[config.mk]
export PLATFORM = sky130hd
export DESIGN_NAME = dr_tx_4ph
export DESIGN_NICKNAME = d
export VERILOG_FILES = /design/src/rtl/dr_pkg.sv /design/src/rtl/dr_ack_sync.sv /design/src/rtl/dr_tx_4ph.sv
export SDC_FILE = /design/constraint.sdc
export NUM_CORES = 1
export LEC_CHECK = 0
export CORE_MARGIN = 5
export CORE_UTILIZATION = 51
export DETAILED_ROUTE_END_ITERATION = 6
export PLACE_DENSITY = 0.78
export SLEW_MARGIN = 20
export SYNTH_ARGS = -nofsm -noshare
export SYNTH_HDL_FRONTEND = slang
export SYNTH_SLANG_ARGS = --single-unit
[constraint.sdc]
create_clock -name clk -period 2.01 [get_ports clk]
set_clock_uncertainty 0.2 [all_clocks]
set_input_delay 0.5025 -clock clk [delete_from_list [all_inputs] [get_ports clk]]
set_output_delay 0.5025 -clock clk [all_outputs]
set_load 0.02 [all_outputs]
[src/rtl/dr_pkg.sv]
// Shared types and helpers for the dual-rail four-phase channel (transmitter and,
// later, receiver).
package dr_pkg;

   typedef enum logic [1:0] {
      S_IDLE = 2'd0,
      S_DATA = 2'd1,
      S_RTZ  = 2'd2
   } state_t;

   typedef struct packed {
      logic r1;
      logic r0;
   } dr_pair_t;

   // One dual-rail pair. Negative dual-rail is simply the positive code with both rails inverted.
   function automatic dr_pair_t dr_encode(input logic d, input logic spacer);
      dr_pair_t p;
      p.r1 = spacer ? ~d : d;
      p.r0 = spacer ? d : ~d;
      return p;
   endfunction

   function automatic dr_pair_t dr_spacer(input logic spacer);
      dr_pair_t p;
      p.r1 = spacer;
      p.r0 = spacer;
      return p;
   endfunction

   function automatic int clog2(input int n);
      int r;
      r = 0;
      while ((1 << r) < n) r++;
      return (r < 1) ? 1 : r;
   endfunction

endpackage

[src/rtl/dr_ack_sync.sv]
// Multi-flop synchronizer for the asynchronous completion acknowledge.
module dr_ack_sync #(
   parameter int SYNC_STAGES = 2
) (
   input  logic clk,
   input  logic rn,
   input  logic a,
   output logic a_s
);

   logic [SYNC_STAGES-1:0] sr;

   always_ff @(posedge clk or negedge rn) begin
      if (!rn) sr <= '0;
      else     sr <= {sr[SYNC_STAGES-2:0], a};
   end

   assign a_s = sr[SYNC_STAGES-1];

endmodule

[src/rtl/dr_tx_4ph.sv]
// Clocked valid/ready to four-phase return-to-spacer dual-rail transmitter.
// Rails come straight from flops; each codeword waits for the synchronized acknowledge.
module dr_tx_4ph
   import dr_pkg::*;
#(
   parameter int W           = 8,
   parameter int SPACER      = 0,
   parameter int SYNC_STAGES = 2,
   parameter int TO_CYCLES   = 1024
) (
   input  logic         clk,
   input  logic         rn,
   input  logic [W-1:0] in_data,
   input  logic         in_valid,
   output logic         in_ready,
   output logic [W-1:0] dr_1,
   output logic [W-1:0] dr_0,
   input  logic         ack,
   output logic         busy,
   output logic         timeout_err,
   input  logic         clr_err
);

   localparam int            CW     = clog2(TO_CYCLES);
   localparam dr_pair_t      SP     = dr_spacer(SPACER != 0);
   localparam logic [W-1:0]  SP_1   = {W{SP.r1}};
   localparam logic [W-1:0]  SP_0   = {W{SP.r0}};
   localparam logic [CW-1:0] WD_MAX = CW'(TO_CYCLES - 1);
   localparam logic [CW-1:0] WD_PRE = CW'(TO_CYCLES - 2);

   logic          ack_s, primed;
   logic [W-1:0]  hold_data;
   logic          hold_full, hold_full_nxt;
   logic          accept, issue, to_spacer;
   logic [W-1:0]  code_1, code_0;
   logic [CW-1:0] wd_cnt;
   state_t        state, state_nxt;

   dr_ack_sync #(.SYNC_STAGES(SYNC_STAGES)) u_ack_sync (
      .clk (clk),
      .rn  (rn),
      .a   (ack),
      .a_s (ack_s)
   );

   // A constant-one chain of the same depth marks when ack_s carries a real
   // post-reset sample, so a still-high acknowledge from an aborted word is
   // never mistaken for a completed return-to-spacer.
   dr_ack_sync #(.SYNC_STAGES(SYNC_STAGES)) u_prime (
      .clk (clk),
      .rn  (rn),
      .a   (1'b1),
      .a_s (primed)
   );

   for (genvar i = 0; i < W; i++) begin : g_lane
      assign {code_1[i], code_0[i]} = dr_encode(hold_data[i], SPACER != 0);
   end

   assign accept        = in_valid & in_ready;
   assign hold_full_nxt = accept ? 1'b1 : (issue ? 1'b0 : hold_full);
   assign busy          = (state != S_IDLE);

   always_comb begin
      state_nxt = state;
      issue     = 1'b0;
      to_spacer = 1'b0;
      case (state)
         S_IDLE: if (hold_full && !ack_s) begin
            issue     = 1'b1;
            state_nxt = S_DATA;
         end
         S_DATA: if (ack_s) begin
            to_spacer = 1'b1;
            state_nxt = S_RTZ;
         end
         S_RTZ:  if (primed && !ack_s) state_nxt = S_IDLE;
         default: state_nxt = S_RTZ;
      endcase
   end

   always_ff @(posedge clk or negedge rn) begin
      if (!rn) state <= S_RTZ;
      else     state <= state_nxt;
   end

   always_ff @(posedge clk or negedge rn) begin
      if (!rn) begin
         hold_data <= '0;
         hold_full <= 1'b0;
         in_ready  <= 1'b0;
      end else begin
         if (accept) hold_data <= in_data;
         hold_full <= hold_full_nxt;
         in_ready  <= !hold_full_nxt;
      end
   end

   always_ff @(posedge clk or negedge rn) begin
      if (!rn) begin
         dr_1 <= SP_1;
         dr_0 <= SP_0;
      end else if (issue) begin
         dr_1 <= code_1;
         dr_0 <= code_0;
      end else if (to_spacer) begin
         dr_1 <= SP_1;
         dr_0 <= SP_0;
      end
   end

   // Watchdog restarts on every state change and saturates at its limit.
   always_ff @(posedge clk or negedge rn) begin
      if (!rn) begin
         wd_cnt      <= '0;
         timeout_err <= 1'b0;
      end else if (clr_err) begin
         wd_cnt      <= '0;
         timeout_err <= 1'b0;
      end else if (state == S_IDLE || state_nxt != state) begin
         wd_cnt <= '0;
      end else if (wd_cnt != WD_MAX) begin
         wd_cnt <= wd_cnt + CW'(1);
         if (wd_cnt == WD_PRE) timeout_err <= 1'b1;
      end
   end

endmodule
# ---- Yosys cells after proc, flatten, opt, wreduce, memory -nomap -nowiden
# Index checks and enable logic that the tools add are counted.
dict set report word_totals {
  register_bits 43
  out_inout_bits 19
  wordCells 58
}
dict set report classes {
  n_addsub 1
  n_eq_ne 6
  mux 20
  bitwise 9
  n_reduce_logical 12
}
# operator n
set op_table {}
lappend op_table {{two-way mux 10 bit} 3}
lappend op_table {{two-way mux 8 bit} 3}
lappend op_table {{adder 10 x 1 -> 10 bit (second input constant)} 1}
lappend op_table {{== test 10 bit (second input constant)} 1}
lappend op_table {{two-way mux 1 bit} 10}
lappend op_table {{inequality test 10 bit (second input constant)} 1}
lappend op_table {{inverter 1 bit} 8}
lappend op_table {{nonzero test 2 bit} 4}
lappend op_table {{two-way mux 2 bit} 3}
lappend op_table {{case mux 2 bit (3 select lines)} 1}
lappend op_table {{AND reduction 3 bit} 1}
lappend op_table {{nonzero test 3 bit} 1}
lappend op_table {{== test 2 x 1 -> 1 bit (second input constant)} 1}
lappend op_table {{== test 2 bit (second input constant)} 1}
lappend op_table {{logical AND 1 bit} 2}
lappend op_table {{logical NOT 1 bit} 2}
lappend op_table {{logical NOT 2 bit} 1}
lappend op_table {{inequality test 2 bit} 1}
lappend op_table {{inequality test 2 bit (second input constant)} 1}
lappend op_table {{bitwise AND 1 bit} 1}
lappend op_table {{logical OR 1 bit} 1}

# ---- Longest topological paths before layout
dict set report logic_depth {
  ltp_word 8
  mapped_depth 6
  ltp_nobuf 4
}

# ---- By module
# A second synthesis with hierarchy kept.
dict set report unflattened {
  cells_unflattened 148
  hier_area_um2 1734.2
}
# mod instances cells_per_inst area_per_inst_um2
set modules_own_cells {}
lappend modules_own_cells {dr_tx_4ph 1 144 1634.1}
lappend modules_own_cells {dr_ack_sync 2 2 50.0}

# ---- Worst setup path after synthesis
# No wires, ideal clock.
dict set report synth_timing {
  kind {reg2reg}
  from {register wd_cnt[1]}
  to {register wd_cnt[1]}
  setup_time_ns 0.094
  arrival_ns 1.422
  t_required_ns 1.716
  path_slack_ns 0.294
  path_stages_with_launch 7
  n_path_buf 2
  period_less_slack_ns 1.716
  cell_sequence {dfrtp_1 > ha_1 > buf_2 > and4_1 > clkbuf_1 > nand3_1 > a211oi_1}
}
dict set report synth_between {
  elab_chain_cells 4
  elab_cells_between_ends 6
  classes_between {add/sub: 1; eq/ne: 1; mux: 3; reduce/logical: 1}
}
# item line
set synth_rtl {}
lappend synth_rtl {{start, declared} dr_tx_4ph.sv:36} ;# logic [CW-1:0] wd_cnt;
lappend synth_rtl {{start signal, assigned} dr_tx_4ph.sv:123} ;# wd_cnt <= wd_cnt + CW'(1);
lappend synth_rtl {{adder 10 x 1 -> 10 bit} dr_tx_4ph.sv:123}
lappend synth_rtl {{two-way mux 10 bit} dr_tx_4ph.sv:122} ;# end else if (wd_cnt != WD_MAX) begin
lappend synth_rtl {{two-way mux 10 bit} dr_tx_4ph.sv:120} ;# end else if (state == S_IDLE || state_nxt != state) begin
lappend synth_rtl {{two-way mux 10 bit} dr_tx_4ph.sv:117} ;# end else if (clr_err) begin
# Parallel ways exist; a longest one is shown, timed or not. The select of a mux whose other input is x is not followed.
# A chain may end at the register's enable or synchronous reset.

# ---- Final worst setup path
dict set report layout_timing {
  from {register state[0]}
  to {output port busy}
}
dict set report layout_between {
  elab_chain_cells 1
}
# item line
set layout_rtl {}
lappend layout_rtl {{start, declared} dr_tx_4ph.sv:37} ;# state_t state, state_nxt;
lappend layout_rtl {{start signal, assigned} dr_tx_4ph.sv:84} ;# else state <= state_nxt;
lappend layout_rtl {{nonzero test 2 bit} dr_tx_4ph.sv:62} ;# assign busy = (state != S_IDLE);
lappend layout_rtl {{end, declared} dr_tx_4ph.sv:19} ;# output logic busy,
# No other way between the ends.

==> reports/metrics.yaml <==
status: "finished clean"
cts_tree: "yes"
synth-warning-count: 0
antenna_found_initial: 0
cp.required_ns: 1.31
arrival_ns: 1.22
final-hold-violation-count: 0
ys_seq_elements: 43
highest_layer: "met4"
portBuffers: 31
p_seq_share_pct: 47.3
p_leak_nw: 0.978
critPathMaxFanout: 2
ir_drop_uv: 756
drt-total-wl_microns: 3600
cp_cell_sequence: "or2_2, buf_2"
cts_buffer_depth: 2
met2_length_microns: 1770
drt-pass1-iter-count: 5
path_clk_slew_ns: 0.13
dpl.cell_count: 219
power.share.switching_pct: 36.0
synth_edf_count: 0
fmax_mhz: 520
track_usage_pct: 17.0
dp.final_hpwl_microns: 2530
cts_inserted_buffers: 5
setup.worst_path.end_class: "primary output"
reg2reg_to: "dr_1[1]$_DFFE_PN0P_"
initial_core_util_pct: 52.8
cap_violations: 0
crit_type: "flop to primary output"
htree_levels: 2
grt_overflow_total: 0
finalCriticalPeriod_ns: 1.92
syn_avg_cell_area_sq_um: 12.6
grt_max_degree: 44
syn_nets: 156
ant_nets: 0
ioPinCount: 32
drive_above_1_share_pct: 18.8
wl_met3_microns: 215
rows: 21
syn_inst: 141
clock_sinks: 43
grt_pass1_wl_microns: 5910
synth_ff_type: "dfrtp_1"
worst_r2r_path_depth: 4
synthArstFlopShare_pct: 100
p_sw_uw: 988
setup_viol: 0
dp_slack_ns: -0.0289
core_sq_mm: 0.00336
finalWeightedCongestion: 0.920
grt_pass1_vias: 1247
worstMarginPinSlew_ns: 0.520
max_stage_delay_ns: 0.40
layout.cells.non_filler: 227
power_density_mw_per_mm2: 1250
worst_setup_path_start_kind: "flop"
fp.dieW_microns: 69.0
cp_slowest_cell: "dfrtp_1"
tns_ns: 0
worstSkewPairLatency_ns: 0.35
final.setup.worst_slack_ns: 0.0867
vias: 1287
fin_nets: 195
finalCritPeriodShare_pct: 95.7
viasPerCell: 5.67
seq_area_frac_synth_pct: 60.7
p_clk_share_pct: 15.2
internal_power_mw: 1.76
drc: 0
met1_length_microns: 1580
slew_headroom_pct: 65.3
hold_class: "primary input to asynchronous set/reset pin"
synth_area_sq_mm: 0.00177
area_growth_pct: 23.3
rsz0062_at_grt: "false"
wl_per_cell_microns: 15.9
drt-initial-drc-count: 81
ys_types: 37
reg2reg_slack_ns: 0.13
dieArea_sq_mm: 0.00476
drv_slew: 0
pwr-share-comb_pct: 37.5
antenna_cells: 0
dieHeight_microns: 69.0
cts_root_buffer: "clkbuf_4"
r2r-start: "state[0]$_DFF_PN0_"
## through the flow
step / hold WS, ns / util, % / instance area, sq um / total power [mW]
2_1_floorplan: 0.00691 / - / 1770 / 1.97
3_3_place_gp: 0.136 / 64.1 / 2160 / 2.44
3_5_place_dp: 0.135 / 64.1 / 2160 / 2.48
4_1_cts: 0.0165 / 65.0 / 2190 / 2.77
5_1_grt: 0.0476 / 65.0 / 2190 / 2.91
6_report: 0.00632 / 65.0 / 2190 / 2.74
## metal layers
| metal | global-route usage (%) | vias to the layer above |
|---|---|---|
| met1 | 22.5 | 621 |
| met5 | 0 | - |
| met3 | 3.73 | 5 |
| li1 | - | 616 |
| met4 | 6.08 | 0 |
| met2 | 27.4 | 45 |
## logic make-up (layout without fill, tap and decap cells)
family / after synthesis / count (layout) / synth area share, %
compound gates: 35 / 35 / 15.7
fa+ha+maj: 2 / 2 / 1.41
buf+inv: 8 / 48 / 2.26
flops: 43 / 43 / 60.7
mux: 8 / 8 / 5.08
other cells: 1 / 1 / 0.211
simple gates: 44 / 44 / 14.6
## cell usage after synthesis, drive strengths merged (3+ instances only)
cell	count	area share, %
and4	3	1.5
clkbuf	3	0.63
and2	3	1.1
mux2	8	5.1
and3	3	1.1
nor2	5	1.1
a211oi	5	2.1
nand3	5	1.4
o2bb2ai	8	3.9
a21oi	3	0.85
dfrtp	42	59
a22o	8	4.4
buf	3	1.2
a31oi	6	2.1
nor3	4	1.1
nand2	8	1.7
## state kept, by name, indices dropped and copies added (netlist names)
register	flops
timeout_err	1
u_ack_sync.sr	2
in_ready	1
dr_1	8
dr_0	8
u_prime.sr	2
code_1	8
wd_cnt	10
hold_full	1
state	2
## placed cells by master, fill, tap and decap left out, types with 3 or more instances in the layout
cell type and n:
a21oi_1 3, nor3_1 4, dfrtp_1 42, a211oi_1 5, clkdlybuf4s50_1 11, buf_4 7, mux2_2 8, o2bb2ai_1 8
and3_1 3, and2_1 3, dlygate4sd2_1 18, nand3_1 5, and4_1 3, nor2_1 5, clkbuf_4 5, nand2_1 8
a22o_2 6, a31oi_1 6
## what timing repair did
action	4_1_cts	5_1_grt
endpoints found under the setup margin	19	0
resized for setup	22	0
hold buffers	0	0
buffers inserted	0	0
## critical path, delay by kind of cell, from the launching register on
family / cells / cell delay, ns
buf+inv: 1 / 0.17
flops: 1 / 0.40
simple gates: 1 / 0.31
## power by group through the flow
| stage | Clock, mW | Sequential, mW | Combinational (mW) |
|---|---|---|---|
| 2_1_floorplan | 0 | 1.49 | 0.478 |
| 3_3_place_gp | 0 | 1.31 | 1.13 |
| 3_5_place_dp | 0 | 1.32 | 1.16 |
| 4_1_cts | 0.425 | 1.30 | 1.05 |
| 5_1_grt | 0.464 | 1.33 | 1.11 |
| 6_report | 0.416 | 1.30 | 1.03 |
## final cells by class
cell class | count | area (sq um)
Multi-Input combinational cell | 90 | 657
Inverter | 2 | 7.51
Fill cell | 282 | 1180
Tap cell | 46 | 57.6
Clock buffer | 5 | 37.5
Clock inverter | 3 | 20.0
Timing Repair Buffer | 38 | 330
Sequential cell | 43 | 1080
## worst max-delay path by stage
stage	from	endpoint	slack, ns
after global placement	clr_err	wd_cnt[5]$_DFFE_PN0P_	0.04
after CTS	state[0]$_DFF_PN0_	busy	0.07
after floorplan	wd_cnt[1]$_DFFE_PN0P_	wd_cnt[1]$_DFFE_PN0P_	0.29
final	state[0]$_DFF_PN0_	busy	0.09
after global routing	state[0]$_DFF_PN0_	busy	0.04
after detailed placement	clr_err	wd_cnt[9]$_DFFE_PN0P_	-0.03
No activity file was read; power rests on OpenSTA's default activity.
